[src/rtl/motor_pwm_pkg.sv]
// Shared defaults and width helper for the motor PWM array.
package motor_pwm_pkg;

    localparam int unsigned DEF_NUM_CH    = 4;
    localparam int unsigned DEF_CNT_W     = 16;
    localparam int unsigned DEF_PERIOD    = 1000;
    localparam int unsigned DEF_RAMP_STEP = 1;

    // Channel-index width; a single channel still needs a 1-bit select.
    function automatic int unsigned id_w(input int unsigned n);
        return (n <= 1) ? 1 : $clog2(n);
    endfunction

endpackage

[src/rtl/motor_pwm_channel.sv]
// One motor channel: duty target, per-period ramp, PWM compare, high-cycle
// measurement and its single-entry pending slot.
module motor_pwm_channel
    import motor_pwm_pkg::*;
#(
    parameter int unsigned CNT_W     = DEF_CNT_W,
    parameter int unsigned PERIOD    = DEF_PERIOD,
    parameter int unsigned RAMP_STEP = DEF_RAMP_STEP
) (
    input  logic             i_clk,
    input  logic             i_reset,
    input  logic             i_wr_en,
    input  logic [CNT_W-1:0] i_wr_duty,
    input  logic             i_enable,
    input  logic             i_run,
    input  logic             i_boundary,
    input  logic [CNT_W-1:0] i_cnt,
    input  logic             i_smp_vld,
    input  logic             i_smp_last,
    input  logic             i_grant,
    output logic             o_pwm,
    output logic             o_pending,
    output logic [CNT_W-1:0] o_meas,
    output logic             o_drop
);

    localparam logic [CNT_W-1:0] PER  = CNT_W'(PERIOD);
    localparam logic [CNT_W-1:0] STEP = CNT_W'(RAMP_STEP);

    logic [CNT_W-1:0] r_tgt;
    logic [CNT_W-1:0] r_act;
    logic [CNT_W-1:0] r_hcnt;
    logic [CNT_W-1:0] r_meas;
    logic             r_pwm;
    logic             r_pend;
    logic             r_drop;
    logic [CNT_W-1:0] w_duty;
    logic [CNT_W-1:0] w_act_nxt;
    logic [CNT_W-1:0] w_hcnt_nxt;
    logic             w_latch;

    assign w_duty     = (i_wr_duty > PER) ? PER : i_wr_duty;
    assign w_hcnt_nxt = r_hcnt + CNT_W'(r_pwm);
    assign w_latch    = i_smp_vld & i_smp_last;

    always_comb begin
        w_act_nxt = r_act;
        if (!i_enable) begin
            w_act_nxt = '0;
        end else if (i_boundary) begin
            if (r_tgt > r_act) begin
                w_act_nxt = (r_tgt - r_act > STEP) ? r_act + STEP : r_tgt;
            end else if (r_act > r_tgt) begin
                w_act_nxt = (r_act - r_tgt > STEP) ? r_act - STEP : r_tgt;
            end
        end
    end

    always_ff @(posedge i_clk) begin
        if (i_reset) begin
            r_tgt  <= '0;
            r_act  <= '0;
            r_hcnt <= '0;
            r_meas <= '0;
            r_pwm  <= 1'b0;
            r_pend <= 1'b0;
            r_drop <= 1'b0;
        end else begin
            if (i_wr_en) begin
                r_tgt <= w_duty;
            end
            r_act  <= w_act_nxt;
            r_pwm  <= i_run & i_enable & (i_cnt < r_act);
            r_drop <= 1'b0;
            // Counts the registered output, so the sample for counter P-1 lands one cycle late.
            if (i_smp_vld) begin
                r_hcnt <= i_smp_last ? '0 : w_hcnt_nxt;
            end
            if (w_latch) begin
                r_pend <= 1'b1;
                r_meas <= w_hcnt_nxt;
                r_drop <= r_pend & ~i_grant;
            end else if (i_grant) begin
                r_pend <= 1'b0;
            end
        end
    end

    assign o_pwm     = r_pwm;
    assign o_pending = r_pend;
    assign o_meas    = r_meas;
    assign o_drop    = r_drop;

endmodule

[src/rtl/motor_pwm_array.sv]
// Multi-channel motor PWM: shared period counter, duty writes, and a
// round-robin measurement output with a one-entry presentation register.
module motor_pwm_array
    import motor_pwm_pkg::*;
#(
    parameter  int unsigned NUM_CH    = DEF_NUM_CH,
    parameter  int unsigned CNT_W     = DEF_CNT_W,
    parameter  int unsigned PERIOD    = DEF_PERIOD,
    parameter  int unsigned RAMP_STEP = DEF_RAMP_STEP,
    localparam int unsigned ID_W      = id_w(NUM_CH)
) (
    input  logic              i_clk,
    input  logic              i_reset,
    input  logic              i_wr_valid,
    output logic              o_wr_ready,
    input  logic [ID_W-1:0]   i_wr_ch,
    input  logic [CNT_W-1:0]  i_wr_duty,
    input  logic [NUM_CH-1:0] i_enable,
    output logic [NUM_CH-1:0] o_pwm,
    output logic              o_period_start,
    output logic              o_wr_err,
    output logic              o_meas_valid,
    input  logic              i_meas_ready,
    output logic [ID_W-1:0]   o_meas_ch,
    output logic [CNT_W-1:0]  o_meas_value,
    output logic              o_meas_drop
);

    localparam logic [CNT_W-1:0] LAST = CNT_W'(PERIOD - 1);

    logic              r_run;
    logic [CNT_W-1:0]  r_cnt;
    logic              r_smp_vld;
    logic              r_smp_last;
    logic              r_wr_err;
    logic              r_mv;
    logic [ID_W-1:0]   r_mch;
    logic [CNT_W-1:0]  r_mval;
    logic [ID_W-1:0]   r_ptr;
    logic              w_boundary;
    logic              w_wr_acc;
    logic              w_ch_ok;
    logic              w_load;
    logic              w_gnt_vld;
    logic [ID_W-1:0]   w_gnt_ch;
    logic [ID_W-1:0]   w_scan;
    logic [NUM_CH-1:0] w_wr_sel;
    logic [NUM_CH-1:0] w_pend;
    logic [NUM_CH-1:0] w_drop;
    logic [NUM_CH-1:0] w_grant;
    logic [CNT_W-1:0]  w_meas [NUM_CH];

    assign o_wr_ready     = ~i_reset;
    assign w_wr_acc       = i_wr_valid & o_wr_ready;
    assign w_boundary     = r_run && (r_cnt == LAST);
    assign o_period_start = r_run && (r_cnt == '0);

    generate
        if (NUM_CH == (1 << ID_W)) begin : g_full_ids
            assign w_ch_ok = 1'b1;
        end else begin : g_part_ids
            assign w_ch_ok = (32'(i_wr_ch) < NUM_CH);
        end
    endgenerate

    // r_run holds the counter at 0 for the first cycle after reset release.
    always_ff @(posedge i_clk) begin
        if (i_reset) begin
            r_run      <= 1'b0;
            r_cnt      <= '0;
            r_smp_vld  <= 1'b0;
            r_smp_last <= 1'b0;
            r_wr_err   <= 1'b0;
        end else begin
            r_run <= 1'b1;
            if (r_run) begin
                r_cnt <= (r_cnt == LAST) ? '0 : r_cnt + CNT_W'(1);
            end
            r_smp_vld  <= r_run;
            r_smp_last <= w_boundary;
            r_wr_err   <= w_wr_acc & ~w_ch_ok;
        end
    end

    for (genvar g = 0; g < NUM_CH; g++) begin : g_ch
        assign w_wr_sel[g] = w_wr_acc && w_ch_ok && (i_wr_ch == ID_W'(g));
        assign w_grant[g]  = w_load && w_gnt_vld && (w_gnt_ch == ID_W'(g));

        motor_pwm_channel #(
            .CNT_W     (CNT_W),
            .PERIOD    (PERIOD),
            .RAMP_STEP (RAMP_STEP)
        ) u_ch (
            .i_clk      (i_clk),
            .i_reset    (i_reset),
            .i_wr_en    (w_wr_sel[g]),
            .i_wr_duty  (i_wr_duty),
            .i_enable   (i_enable[g]),
            .i_run      (r_run),
            .i_boundary (w_boundary),
            .i_cnt      (r_cnt),
            .i_smp_vld  (r_smp_vld),
            .i_smp_last (r_smp_last),
            .i_grant    (w_grant[g]),
            .o_pwm      (o_pwm[g]),
            .o_pending  (w_pend[g]),
            .o_meas     (w_meas[g]),
            .o_drop     (w_drop[g])
        );
    end

    always_comb begin
        w_load    = ~r_mv | i_meas_ready;
        w_gnt_vld = 1'b0;
        w_gnt_ch  = '0;
        w_scan    = '0;
        for (int unsigned i = 0; i < NUM_CH; i++) begin
            w_scan = ID_W'((32'(r_ptr) + i) % NUM_CH);
            if (!w_gnt_vld && w_pend[w_scan]) begin
                w_gnt_vld = 1'b1;
                w_gnt_ch  = w_scan;
            end
        end
    end

    // A granted channel's slot is freed on transfer here, so a later latch for it waits behind.
    always_ff @(posedge i_clk) begin
        if (i_reset) begin
            r_mv   <= 1'b0;
            r_mch  <= '0;
            r_mval <= '0;
            r_ptr  <= '0;
        end else if (w_load) begin
            r_mv <= w_gnt_vld;
            if (w_gnt_vld) begin
                r_mch  <= w_gnt_ch;
                r_mval <= w_meas[w_gnt_ch];
                r_ptr  <= (32'(w_gnt_ch) == NUM_CH - 1) ? '0 : w_gnt_ch + ID_W'(1);
            end
        end
    end

    assign o_wr_err     = r_wr_err;
    assign o_meas_valid = r_mv;
    assign o_meas_ch    = r_mch;
    assign o_meas_value = r_mval;
    assign o_meas_drop  = |w_drop;

endmodule

[config.mk]
export PLATFORM = sky130hd
export DESIGN_NAME = motor_pwm_array
export DESIGN_NICKNAME = d
export VERILOG_FILES = /design/src/rtl/motor_pwm_pkg.sv /design/src/rtl/motor_pwm_channel.sv /design/src/rtl/motor_pwm_array.sv
export SDC_FILE = /design/constraint.sdc
export NUM_CORES = 1
export LEC_CHECK = 0
export BUFFER_PORTS_ARGS = -buffer_cell sky130_fd_sc_hd__buf_4
export CORE_MARGIN = 4
export CORE_UTILIZATION = 40
export CTS_BUF_LIST = sky130_fd_sc_hd__clkbuf_16
export DETAILED_ROUTE_END_ITERATION = 8
export PLACE_DENSITY_LB_ADDON = 0.2
export SLEW_MARGIN = 0
export SYNTH_ARGS = -nofsm -noshare
export SYNTH_HDL_FRONTEND = slang
export SYNTH_SLANG_ARGS = --single-unit
[constraint.sdc]
create_clock -name i_clk -period 7.75 [get_ports i_clk]
set_input_delay 0.3875 -clock i_clk [delete_from_list [all_inputs] [get_ports i_clk]]
set_output_delay 0.3875 -clock i_clk [all_outputs]
set_load 0.02 [all_outputs]
==> results of run 1 <==
-- layout make-up --
type,instances,area (µm²)
antenna,1,2.50
clock buffer,38,951
inverter,193,724
timing repair buffer,68,514
multi-input combinational,2639,17200
fill,6423,34800
clock inverter,27,352
sequential,308,6170
tap,837,1050
-- final timing paths --
path / endpoint / slack, ns
hold / removal: g_ch[3].u_ch.o_meas[1]$_SDFFE_PP0P_ / 0.27
setup / recovery: g_ch[1].u_ch.r_act[11]$_SDFFE_PP0P_ / 3.15
setup reg to reg: g_ch[1].u_ch.r_act[11]$_SDFFE_PP0P_ / 3.15
hold reg to reg: g_ch[3].u_ch.o_meas[1]$_SDFFE_PP0P_ / 0.45
-- logic make-up (layout without fill, tap and decap cells) --
kind of cell    after synthesis  count (layout)  share of synthesized area
flops                       308             308                      0.248
compound gates              965             965                      0.259
xor+xnor                    163             163                     0.0573
mux                          31              31                     0.0136
other cells                   1               2                   0.000151
simple gates               1261            1261                      0.247
fa+ha+maj                   218             218                      0.112
buf+inv                     388             326                     0.0635
-- cell usage in the layout, fill, tap and decap left out, types with 77 or more instances in the layout --
cell type / netlist / layout
nor2_1: 393 / 393
dfxtp_1: 308 / 306
nand2_1: 282 / 282
a21oi_1: 260 / 260
ha_1: 210 / 210
inv_1: 190 / 193
o21ai_0: 175 / 175
xnor2_1: 124 / 124
a211oi_1: 111 / 110
nor3_1: 100 / 99
nand3_1: 97 / 97
and3_1: 77 / 77
-- sequential cells by signal (all words and copies together) (netlist names), 2 cells and up --
register / cells
o_meas_ch: 2
r_ptr: 2
r_cnt: 16
g_ch.u_ch.o_drop: 4
g_ch.u_ch.o_meas: 64
g_ch.u_ch.r_hcnt: 64
g_ch.u_ch.r_act: 64
g_ch.u_ch.o_pending: 4
g_ch.u_ch.r_tgt: 64
g_ch.u_ch.o_pwm: 4
o_meas_value: 16
-- per-layer routing --
metal,track usage,part of all wire,up-vias
li1,-,-,11900
met1,0.314,0.47,11200
met2,0.358,0.45,641
met3,0.0372,0.060,143
met4,0.0528,0.022,8
met5,0,0.00066,-
-- metrics by stage --
stage,instances,area (µm²)
final,4111,26900
after global placement,4045,25600
after CTS,4110,26900
after floorplan,3335,24900
after global routing,4110,26900
after detailed placement,4045,25600
-- power by group --
part           switching (mW)  total, mW  internal, mW  leakage [nW]
clock network           0.751       1.88          1.13         0.643
registers              0.0120       1.60          1.59          2.48
logic                   0.394      0.621         0.227          7.23
==> summary.md, run 1 <==
| Metric | Value |
|---|---|
| WHS | 0.266 ns |
| Die ar. | around 66000 µm² |
| Crit-path most repeated cell | a2111oi_0 |
| H-Tree Depth | 2 |
| WP data required | 8.20 ns |
| Unrepaired setup endpoints after global routing | no |
| FF+latch count, synth | 308 |
| Vias per cell | 5.80 |
| Maximum clock insertion buffer count | 3 |
| Max Transition Viols Final | 0 |
| Crit-path leading delay family | compound AO/OA/AOI/OAI gates |
| Pwr Density | 152 nW/µm² |
| Post-CTS setup buffers | 0 |
| Drc violations | 0 |
| Cts repair resizes | 0 |
| Placer congestion estimate | 0.901 |
| Initial DRC Count | 1854 |
| Pre-CTS WS | 3.25 ns |
| YS warnings | 0 |
| Worst path bufs/invs | 1 |
| Worst setup SP type | flip-flop |
| Die H | roughly 260 µm |
| Mapped Area | approximately 25000 µm² |
| Root Driver | clkbuf_16 |
| Final Skew | 0.0204 ns |
| Share of cells above drive strength 1 | 0.0636 |
| Max incr delay on CP | around 0.97 ns |
| Worst Setup End Kind | flip-flop |
| Worst EP arrival | 5.05 ns |
| Reg2Reg Depth | 11 |
| Post-Synthesis Cells | between 3000 and 4000 |
| CTS tree | yes |
| Critical Path Slowest Stage Cell | mux2i_2 |
| Tightest Pin Transition | 1.21 ns |
| EDFF count, synth | 0 |
| Outcome | finished, final reports clean |
| HPWL after DPL | 55800 µm |
| Pwr Total | 4.11 mW |
| Post-route worst setup slack | roughly 3.1 ns |
| Initial antenna violation count | 8 |
| Ys flop type | dfxtp_1 |
| Port Buffers | 51 |
| Sequential element share of the synthesized area | 0.248 |
| Area leader, netlist | dfxtp_1 |
| WL final | 77100 µm |
| Tcrit/Tclk final | 0.594 |
| CTS Buf Count | 38 |
| Core ar. | between 60000 and 70000 µm² |
| # IOs | 53 |
| Final hold violations | 0 |
| Hold crit path type | input pin to flip-flop |
| Total gr overflow | 0 |
| Min Tclk post-route | 4.60 ns |
| Count leader, synth | nor2_1 |
| Die Wd | between 200 and 300 µm |
| Min-delay src | i_reset |
| Post-DRT Antenna Nets | 0 |
| Detailed Routing Iterations Pass 1 | 6 |
| Hold_buf cts | 0 |
| Initial Utilization | 0.404 |
| Row count | 91 |
| Synthesized area per cell | 7.47 µm² |
| Area Overhead vs Synth | 8.13% |
| Clock transition at the registers of the reported paths | about 0.07 ns |
| All-Layer GR Usage | 0.223 |
| CTS Sinks | 308 |
| CP startpoint | g_ch[1].u_ch.r_act[8]$_SDFFE_PP0P_ |
| Hold path cells | 2 |
| Max Cap Viol | 0 |
| First-pass GRT wire length | 123000 µm |
| Largest cells by area after synthesis | dfxtp_1, ha_1, nor2_1, a21oi_1, xnor2_1 |
| Area fraction of the dominant cell type after synthesis | 0.248 |
| Total number of vias | 23900 |
| Largest net degree at the start of global routing | 92 |
| Final setup viols | 0 |
| Synth cell types | approximately 110 |
| Final Util | 0.436 |
| Rel. slew slack | 0.180 |
| CP Class | flip-flop to flip-flop |
| Final net count | 3492 |
| Clk_lat worst skew | around 0.56 ns |
| Critical path depth | 11 |
| Worst R2R Start | g_ch[1].u_ch.r_act[8]$_SDFFE_PP0P_ |
| VDD IR max | 0.191 mV |
| CP Cell Sequence | inv_1 > ha_1 > nand4_1 > a2111oi_0 > nor3_1 > nor3b_1 > nor4b_1 > o2111ai_1 > mux2i_2 > a2111oi_0 > a22o_1 |
| Vias in the first global route | ~22000 |
| CP Max Fanout | 15 |
| Setup TNS | 0 ns |
| Synthesized Nets | between 3000 and 4000 |
| Drt wl/cell | 18.7 µm |
| Static Leak | 10.4 nW |
| Most frequent cells after synthesis | nor2_1, dfxtp_1, nand2_1 |
| Async SR Flop Fraction | 0 |
| Fmax | 217 MHz |
(Power assumes the default switching activity.)
==> run 2, diff against run 1 <==
--- a/config.mk
+++ b/config.mk
@@ -5,6 +5,7 @@
 export SDC_FILE = /design/constraint.sdc
 export NUM_CORES = 1
 export LEC_CHECK = 0
+export ABC_AREA = 1
 export BUFFER_PORTS_ARGS = -buffer_cell sky130_fd_sc_hd__buf_4
 export CORE_MARGIN = 4
 export CORE_UTILIZATION = 40
==> constraint.sdc (replaced) <==
create_clock -name i_clk -period 4.1 [get_ports i_clk]
set_input_delay 0.205 -clock i_clk [delete_from_list [all_inputs] [get_ports i_clk]]
set_output_delay 0.205 -clock i_clk [all_outputs]
set_load 0.02 [all_outputs]
==> summary.md, run 2 <==
| Metric | Value |
|---|---|
| WHS | 0.0735 ns (-0.192 ns) |
| Static Leak | 14.8 nW (+43%) |
| Area leader, netlist | dfxtp_1 |
| Async SR Flop Fraction | 0 (unchanged) |
| YS warnings | 0 (unchanged) |
| Initial antenna violation count | 0 (-8) |
| Worst path bufs/invs | 4 (+3) |
| Non-Filler Instances | 5386 (+31%) |
| Synth cell types | 60 (-47%) |
| Clock transition at the registers of the reported paths | 0.06 ns (about the same) |
| Max Cap Viol | 0 (unchanged) |
| Placed Cells | 5318 (+31%) |
| Post-Synthesis Cells | 4476 (+34%) |
| Post-route worst setup slack | 0.551 ns (-2.60 ns) |
| Outcome | finished, final reports clean |
| WL met1 | 39400 µm (+8.8%) |
| Cell area after layout | 29600 µm² (+9.7%) |
| Final Skew | 0.0210 ns (+0.000646 ns) |
| Worst setup SP type | flip-flop |
| Count leader, synth | nand2_1 |
| CTS Sinks | 308 (unchanged) |
| Critical Path Slowest Stage Cell | nor2_2 |
| First-pass GRT wire length | 139000 µm (+13%) |
| Placer congestion estimate | 0.901 (about the same) |
| Vias per cell | 5.19 (-11%) |
| Highest metal used | met4 |
| Area of the multi-input gates | 17700 µm² (+3.1%) |
| Detailed Routing Iterations Pass 1 | 5 (-1) |
| Ys flop type | dfxtp_1 |
| Worst Setup End Kind | flip-flop |
| Max Transition Viols Final | 0 (unchanged) |
| Die ar. | 72100 µm² (+8.7%) |
| Pwr Density | 267 nW/µm² (+75%) |
| Clk_lat worst skew | 0.57 ns (about the same) |
| Leading cell type in the layout, fill and taps excluded | nand2_1 |
| CTS tree | yes |
| HPWL after DPL | 65700 µm (+18%) |
| Final setup viols | 0 (unchanged) |
| Area fraction of the dominant cell type after synthesis | 0.227 (-0.0205) |
| Total gr overflow | 0 (unchanged) |
| Filler Cell Count | 7318 (+14%) |
| Setup TNS | 0 ns (unchanged) |
| Synthesized Nets | 4720 (+32%) |
| CP Class | flip-flop to flip-flop |
| VDD IR max | 0.242 mV (+27%) |
| Cts repair resizes | 0 (unchanged) |
| Final net count | 4729 (+35%) |
| Synthesized area per cell | 6.07 µm² (-19%) |
| Hold crit path type | input pin to flip-flop |
| Initial DRC Count | 1959 (+5.7%) |
| FF+latch count, synth | 308 (unchanged) |
| Post-DRT Antenna Nets | 0 (unchanged) |
| Core ar. | 67300 µm² (+9.0%) |
| Wire length on met3 | 4530 µm (-1.7%) |
| N_diodes | 0 (-1) |
| Root Driver | clkbuf_16 |
| Worst EP arrival | 4.00 ns (-1.05 ns) |
| Tcrit/Tclk final | 0.866 (+0.272) |
| H-Tree Depth | 2 (unchanged) |
| Area Overhead vs Synth | 8.81% |
| CP Max Fanout | 17 (+2) |
| Sequential element share of the synthesized area | 0.227 (-0.0205) |
| WL final | 86800 µm (+13%) |
| Final hold violations | 0 (unchanged) |
| Die Wd | 269 µm (+4.3%) |
| Fmax | 282 MHz (+30%) |
| Min Tclk post-route | 3.55 ns (-1.05 ns) |
| Routed length on met2 | 40600 µm (+18%) |
| Maximum clock insertion buffer count | 3 (unchanged) |
| Largest net degree at the start of global routing | 57 (-38%) |
| Drc violations | 0 (unchanged) |
| Drt wl/cell | 16.1 µm (-14%) |
| Max incr delay on CP | 0.73 ns (-0.24 ns) |
| Pre-CTS WS | 0.682 ns (-2.57 ns) |
| CP Cell Sequence | clkinv_1 > ha_1 > nand2_1 > nor2_1 > inv_1 > nor2_1 > a21oi_1 > nor2_2 > inv_2 > nand3_1 > nand3_1 > nand2_1 > inv_1 |
| CTS Buf Count | 37 (-2.6%) |
| Crit-path leading delay family | simple AND/OR/NAND/NOR gates |
| WP data required | 4.56 ns (-3.64 ns) |
| EDFF count, synth | 0 (unchanged) |
| Mapped Area | 27200 µm² (+9.0%) |
| Commonest non-fill, non-tap cells in the layout | nand2_1, inv_1, nand3_1 |
| # IOs | 53 (unchanged) |
| FF/Latch Area | 6170 µm² (about the same) |
| Tightest Pin Transition | 1.04 ns (-0.166 ns) |
| Rel. slew slack | 0.306 (+0.126) |
| Share of cells above drive strength 1 | 0.0756 (+0.0120) |
| All-Layer GR Usage | 0.235 (+0.0122) |
| Port Buffers | 51 (unchanged) |
| Largest cells by area after synthesis | dfxtp_1, nand2_1, ha_1, inv_1, nand3_1 |
| Unrepaired setup endpoints after global routing | no |
| Post-CTS setup buffers | 0 (unchanged) |
| Vias in the first global route | 26200 (+18%) |
| Most frequent cells after synthesis | nand2_1, inv_1, nand3_1 |
| Initial Utilization | 0.404 (about the same) |
| Row count | 95 (+4.4%) |
| Die H | 269 µm (+4.3%) |
| Cell Area, Placed | 28400 µm² (+11%) |
| Total number of vias | 27900 (+17%) |
run 2: changes by cell type after synthesis, sizes merged, moves of 71 or more:
cell    before   now
nand2      282  1342
inv        191   703
nand3       97   491
a211oi     117     6
xnor2      124    13
nor2       394   292
a21oi      265   347
and3        77     4
xor2        39   110
run 2: stage by stage:
| step | utilization | power (mW) |
|---|---|---|
| final | 0.439 | 7.90 |
| after global routing | 0.439 | 8.30 |
| after detailed placement | 0.422 | 4.78 |
| after CTS | 0.439 | 7.95 |
| after global placement | 0.422 | 4.78 |
| after floorplan | - | 4.33 |
run 2: final timing paths:
check	from	to	slack, ns	cells after the start
worst max register to register	g_ch[1].u_ch.r_act[13]$_SDFFE_PP0P_	g_ch[1].u_ch.r_act[4]$_SDFFE_PP0P_	0.55	13
worst max-delay path	g_ch[1].u_ch.r_act[13]$_SDFFE_PP0P_	g_ch[1].u_ch.r_act[4]$_SDFFE_PP0P_	0.55	13
worst min register to register	g_ch[2].u_ch.o_meas[1]$_SDFFE_PP0P_	g_ch[2].u_ch.o_meas[1]$_SDFFE_PP0P_	0.45	2
worst min-delay path	i_wr_duty[5]	g_ch[0].u_ch.r_tgt[5]$_SDFFE_PP0P_	0.07	3
run 2: report_power, final:
part	internal [mW]	leakage [nW]	switching, mW	total, mW
logic	0.532	11.7	1.17	1.71
registers	3.01	2.48	0.0239	3.03
clock network	1.76	0.587	1.41	3.16
total	5.30	14.8	2.60	7.90
run 2: tightest hold or removal path, cell delays in order:
cell	delay, ns
buf_4	0.09
nor2_1	0.14
a21oi_1	0.16
run 2: cell type report:
| class | count | area share |
|---|---|---|
| multi-input cells | 3327 | 0.599 |
| flip-flops and latches | 308 | 0.209 |
| inverters | 709 | 0.0901 |
| well taps | 873 | 0.0370 |
| clock buffers | 38 | 0.0322 |
| repair buffers | 102 | 0.0264 |
| clock inverters | 29 | 0.00622 |
run 2: layer usage:
metal  global-route usage  vias to the layer above
met1                0.307                    12600
li1                     -                    14400
met3               0.0305                      141
met5                    0                        -
met4               0.0725                        0
met2                0.406                      767
run 2: what timing repair did:
item / in CTS / in global routing
setup endpoints to repair: 0 / 0
hold endpoints to repair: 1 / 0
hold buffers: 1 / 0
run 2: logic make-up after synthesis:
kind of cell | after synthesis | synth area share
compound gates | 615 | 0.128
simple gates | 2370 | 0.381
buf+inv | 841 | 0.122
fa+ha+maj | 218 | 0.103
other cells | 1 | 0.000138
flops | 308 | 0.227
xor+xnor | 123 | 0.0397
==> run 3, diff against run 2 <==
--- a/config.mk
+++ b/config.mk
@@ -8,10 +8,11 @@
 export ABC_AREA = 1
 export BUFFER_PORTS_ARGS = -buffer_cell sky130_fd_sc_hd__buf_4
 export CORE_MARGIN = 4
-export CORE_UTILIZATION = 40
+export CORE_UTILIZATION = 45
 export CTS_BUF_LIST = sky130_fd_sc_hd__clkbuf_16
 export DETAILED_ROUTE_END_ITERATION = 8
 export PLACE_DENSITY_LB_ADDON = 0.2
+export SETUP_SLACK_MARGIN = 0.15
 export SLEW_MARGIN = 0
 export SYNTH_ARGS = -nofsm -noshare
 export SYNTH_HDL_FRONTEND = slang
==> summary.md, run 3 (synthesis gave the netlist of run 2 again) <==
| Metric | Value |
|---|---|
| Final setup viols | 0 (unchanged) |
| Detailed Routing Iterations Pass 1 | 7 (+2) |
| Worst EP arrival | 3.98 ns (-0.02 ns) |
| Max incr delay on CP | 0.44 ns (-0.29 ns) |
| Crit-path most repeated cell | nand2_1 |
| Max Cap Viol | 0 (unchanged) |
| Port Buffers | 51 (unchanged) |
| Total gr overflow | 0 (unchanged) |
| H-Tree Depth | 2 (unchanged) |
| CTS Sinks | 308 (unchanged) |
| # IOs | 53 (unchanged) |
| Internal power | 5.20 mW (-1.8%) |
| Static Leak | 14.7 nW (-0.61%) |
| CTS tree | yes |
| CP Max Fanout | 17 (unchanged) |
| Hold crit path type | input pin to flip-flop |
| Initial antenna violation count | 2 (+2) |
| WHS | 0.0835 ns (+0.00996 ns) |
| Critical Path Slowest Stage Cell | dfxtp_1 |
| Non-Filler Instances | 5272 (-2.1%) |
| Total number of vias | 28000 (+0.21%) |
| Sw Share | 0.336 (+0.00611) |
| Tightest Pin Transition | 0.978 ns (-0.0619 ns) |
| Unrepaired setup endpoints after global routing | no |
| Row count | 89 (-6.3%) |
| HPWL after DPL | 65200 µm (-0.72%) |
| Vias per cell | 5.31 (+2.4%) |
| Drc violations | 0 (unchanged) |
| Max Transition Viols Final | 0 (unchanged) |
| Rel. slew slack | 0.347 (+0.0413) |
| Die ar. | 64400 µm² (-11%) |
| Min Tclk post-route | 3.49 ns (-0.0561 ns) |
| Post-CTS setup buffers | 0 (unchanged) |
| Initial Utilization | 0.458 (+0.0539) |
| Worst setup SP type | flip-flop |
| Clock share of power | 0.393 (-0.007) |
| Reg2reg setup slack | 0.61 ns (+0.06 ns) |
| First-pass GRT wire length | 137000 µm (-1.8%) |
| WP data required | 4.58 ns (+0.02 ns) |
| Fmax | 286 MHz (+1.6%) |
| Root Driver | clkbuf_16 |
| CTS Buf Count | 37 (unchanged) |
| Commonest non-fill, non-tap cells in the layout | nand2_1, inv_1, nand3_1 |
| VDD IR max | 0.291 mV (+20%) |
| Final Skew | 0.0313 ns (+0.0103 ns) |
| Vias in the first global route | 25600 (-2.4%) |
| Leading cell type in the layout, fill and taps excluded | nand2_1 |
| Worst path bufs/invs | 2 (-2) |
| Post-DRT Antenna Nets | 0 (unchanged) |
| Crit-path leading delay family | simple AND/OR/NAND/NOR gates |
| Die Wd | 254 µm (-5.5%) |
| Placer congestion estimate | 0.973 (+8.1%) |
| Setup TNS | 0 ns (unchanged) |
| Cts repair resizes | 0 (unchanged) |
| Cell Area, Placed | 28200 µm² (-0.80%) |
| Clock transition at the registers of the reported paths | 0.06 ns (about the same) |
| Placed Cells | 5206 (-2.1%) |
| Seq pwr share | 0.388 (+0.004) |
| Final net count | 4717 (-0.25%) |
| Cell area after layout | 29300 µm² (-0.80%) |
| Outcome | finished, final reports clean |
| Filler Cell Count | 6278 (-14%) |
| Sw power | 2.63 mW (+0.98%) |
| Final Util | 0.494 (+0.0546) |
| Maximum clock insertion buffer count | 3 (unchanged) |
| CP Class | flip-flop to flip-flop |
| Tcrit/Tclk final | 0.852 (-0.0137) |
| Area Overhead vs Synth | 7.93% |
| Share of cells above drive strength 1 | 0.0729 (-0.00264) |
| Combinational power share | 0.219 (+0.003) |
| CP Cell Sequence | inv_1 > ha_1 > fa_1 > inv_1 > nand3_1 > nand2_1 > nand2_1 > nand2_1 > nand2_1 > nand2_1 > nand2_1 > nor2_1 > nand2_1 > nor2_4 > nand2_4 > nand2_1 > nand3_1 > nand2_1 > nand2_1 > a21oi_1 |
| Die H | 254 µm (-5.5%) |
| Worst Setup End Kind | flip-flop |
| Pwr Density | 267 nW/µm² (about the same) |
| Largest net degree at the start of global routing | 67 (+18%) |
| Drt wl/cell | 16.3 µm (+1.1%) |
| Final hold violations | 0 (unchanged) |
| WL final | 86000 µm (-1.0%) |
| Core ar. | 59400 µm² (-12%) |
| Clk_lat worst skew | 0.58 ns (about the same) |
| Initial DRC Count | 2370 (+21%) |
| All-Layer GR Usage | 0.259 (+0.0238) |
-- run 3: cell count changes in the layout (fill, tap and decap cells not counted), sizes merged --
| cell | previous run | this run |
|---|---|---|
| bufinv | 1 | 0 |
| clkinv | 21 | 24 |
| buf | 101 | 89 |
| clkbuf | 38 | 37 |
| diode | 0 | 1 |
| inv | 714 | 710 |
-- run 3: area by class of cell --
type / count / area, µm² / area share
Antenna cell: 1 / 2.50 / 0.0000854
Multi-Input combinational cell: 3327 / 17700 / 0.604
Sequential cell: 308 / 6170 / 0.210
Clock buffer: 37 / 926 / 0.0316
Inverter: 709 / 2660 / 0.0908
Timing Repair Buffer: 90 / 678 / 0.0231
Tap cell: 773 / 967 / 0.0330
Clock inverter: 27 / 196 / 0.00670
-- run 3: routing by layer --
layer / up-vias / GRT usage / part of all wire / routed length [µm]
met3: 133 / 0.0397 / 0.066 / 5650
li1: 14400 / - / - / -
met5: - / 0 / 0.00031 / 27
met1: 12600 / 0.355 / 0.46 / 39700
met4: 4 / 0.0738 / 0.027 / 2340
met2: 857 / 0.426 / 0.44 / 38200
-- run 3: tightest hold or removal path: stages --
cell,delay [ns]
buf_4,0.12
nor2_1,0.12
a21oi_1,0.14
-- run 3: power groups by stage --
stage | sequential (mW) | clock, mW | combinational [mW]
final | 3.04 | 3.08 | 1.72
after global routing | 3.04 | 3.25 | 1.90
after CTS | 3.04 | 3.14 | 1.69
after detailed placement | 3.10 | 0 | 1.68
after global placement | 3.10 | 0 | 1.68
after floorplan | 3.09 | 0 | 1.25
-- run 3: per-stage QoR --
step	power, mW	setup slack (ns)
floorplan	4.33	1.49
global placement	4.78	0.705
detailed placement	4.78	0.714
CTS	7.86	0.695
global route	8.19	0.329
finish	7.83	0.607
-- run 3: path summary, 6_finish.rpt --
kind                                            start                             endpoint  cells after the start
setup / recovery   g_ch[2].u_ch.r_act[0]$_SDFFE_PP0P_  g_ch[2].u_ch.r_act[12]$_SDFFE_PP0P_                     20
hold / removal                           i_wr_duty[7]   g_ch[3].u_ch.r_tgt[7]$_SDFFE_PP0P_                      3
setup reg to reg   g_ch[2].u_ch.r_act[0]$_SDFFE_PP0P_  g_ch[2].u_ch.r_act[12]$_SDFFE_PP0P_                     20
hold reg to reg   g_ch[1].u_ch.o_meas[1]$_SDFFE_PP0P_  g_ch[1].u_ch.o_meas[1]$_SDFFE_PP0P_                      2
-- run 3: what timing repair did --
action	4_1_cts	5_1_grt
hold endpoints to repair	1	0
endpoints found under the setup margin	0	0
hold buffers	1	0
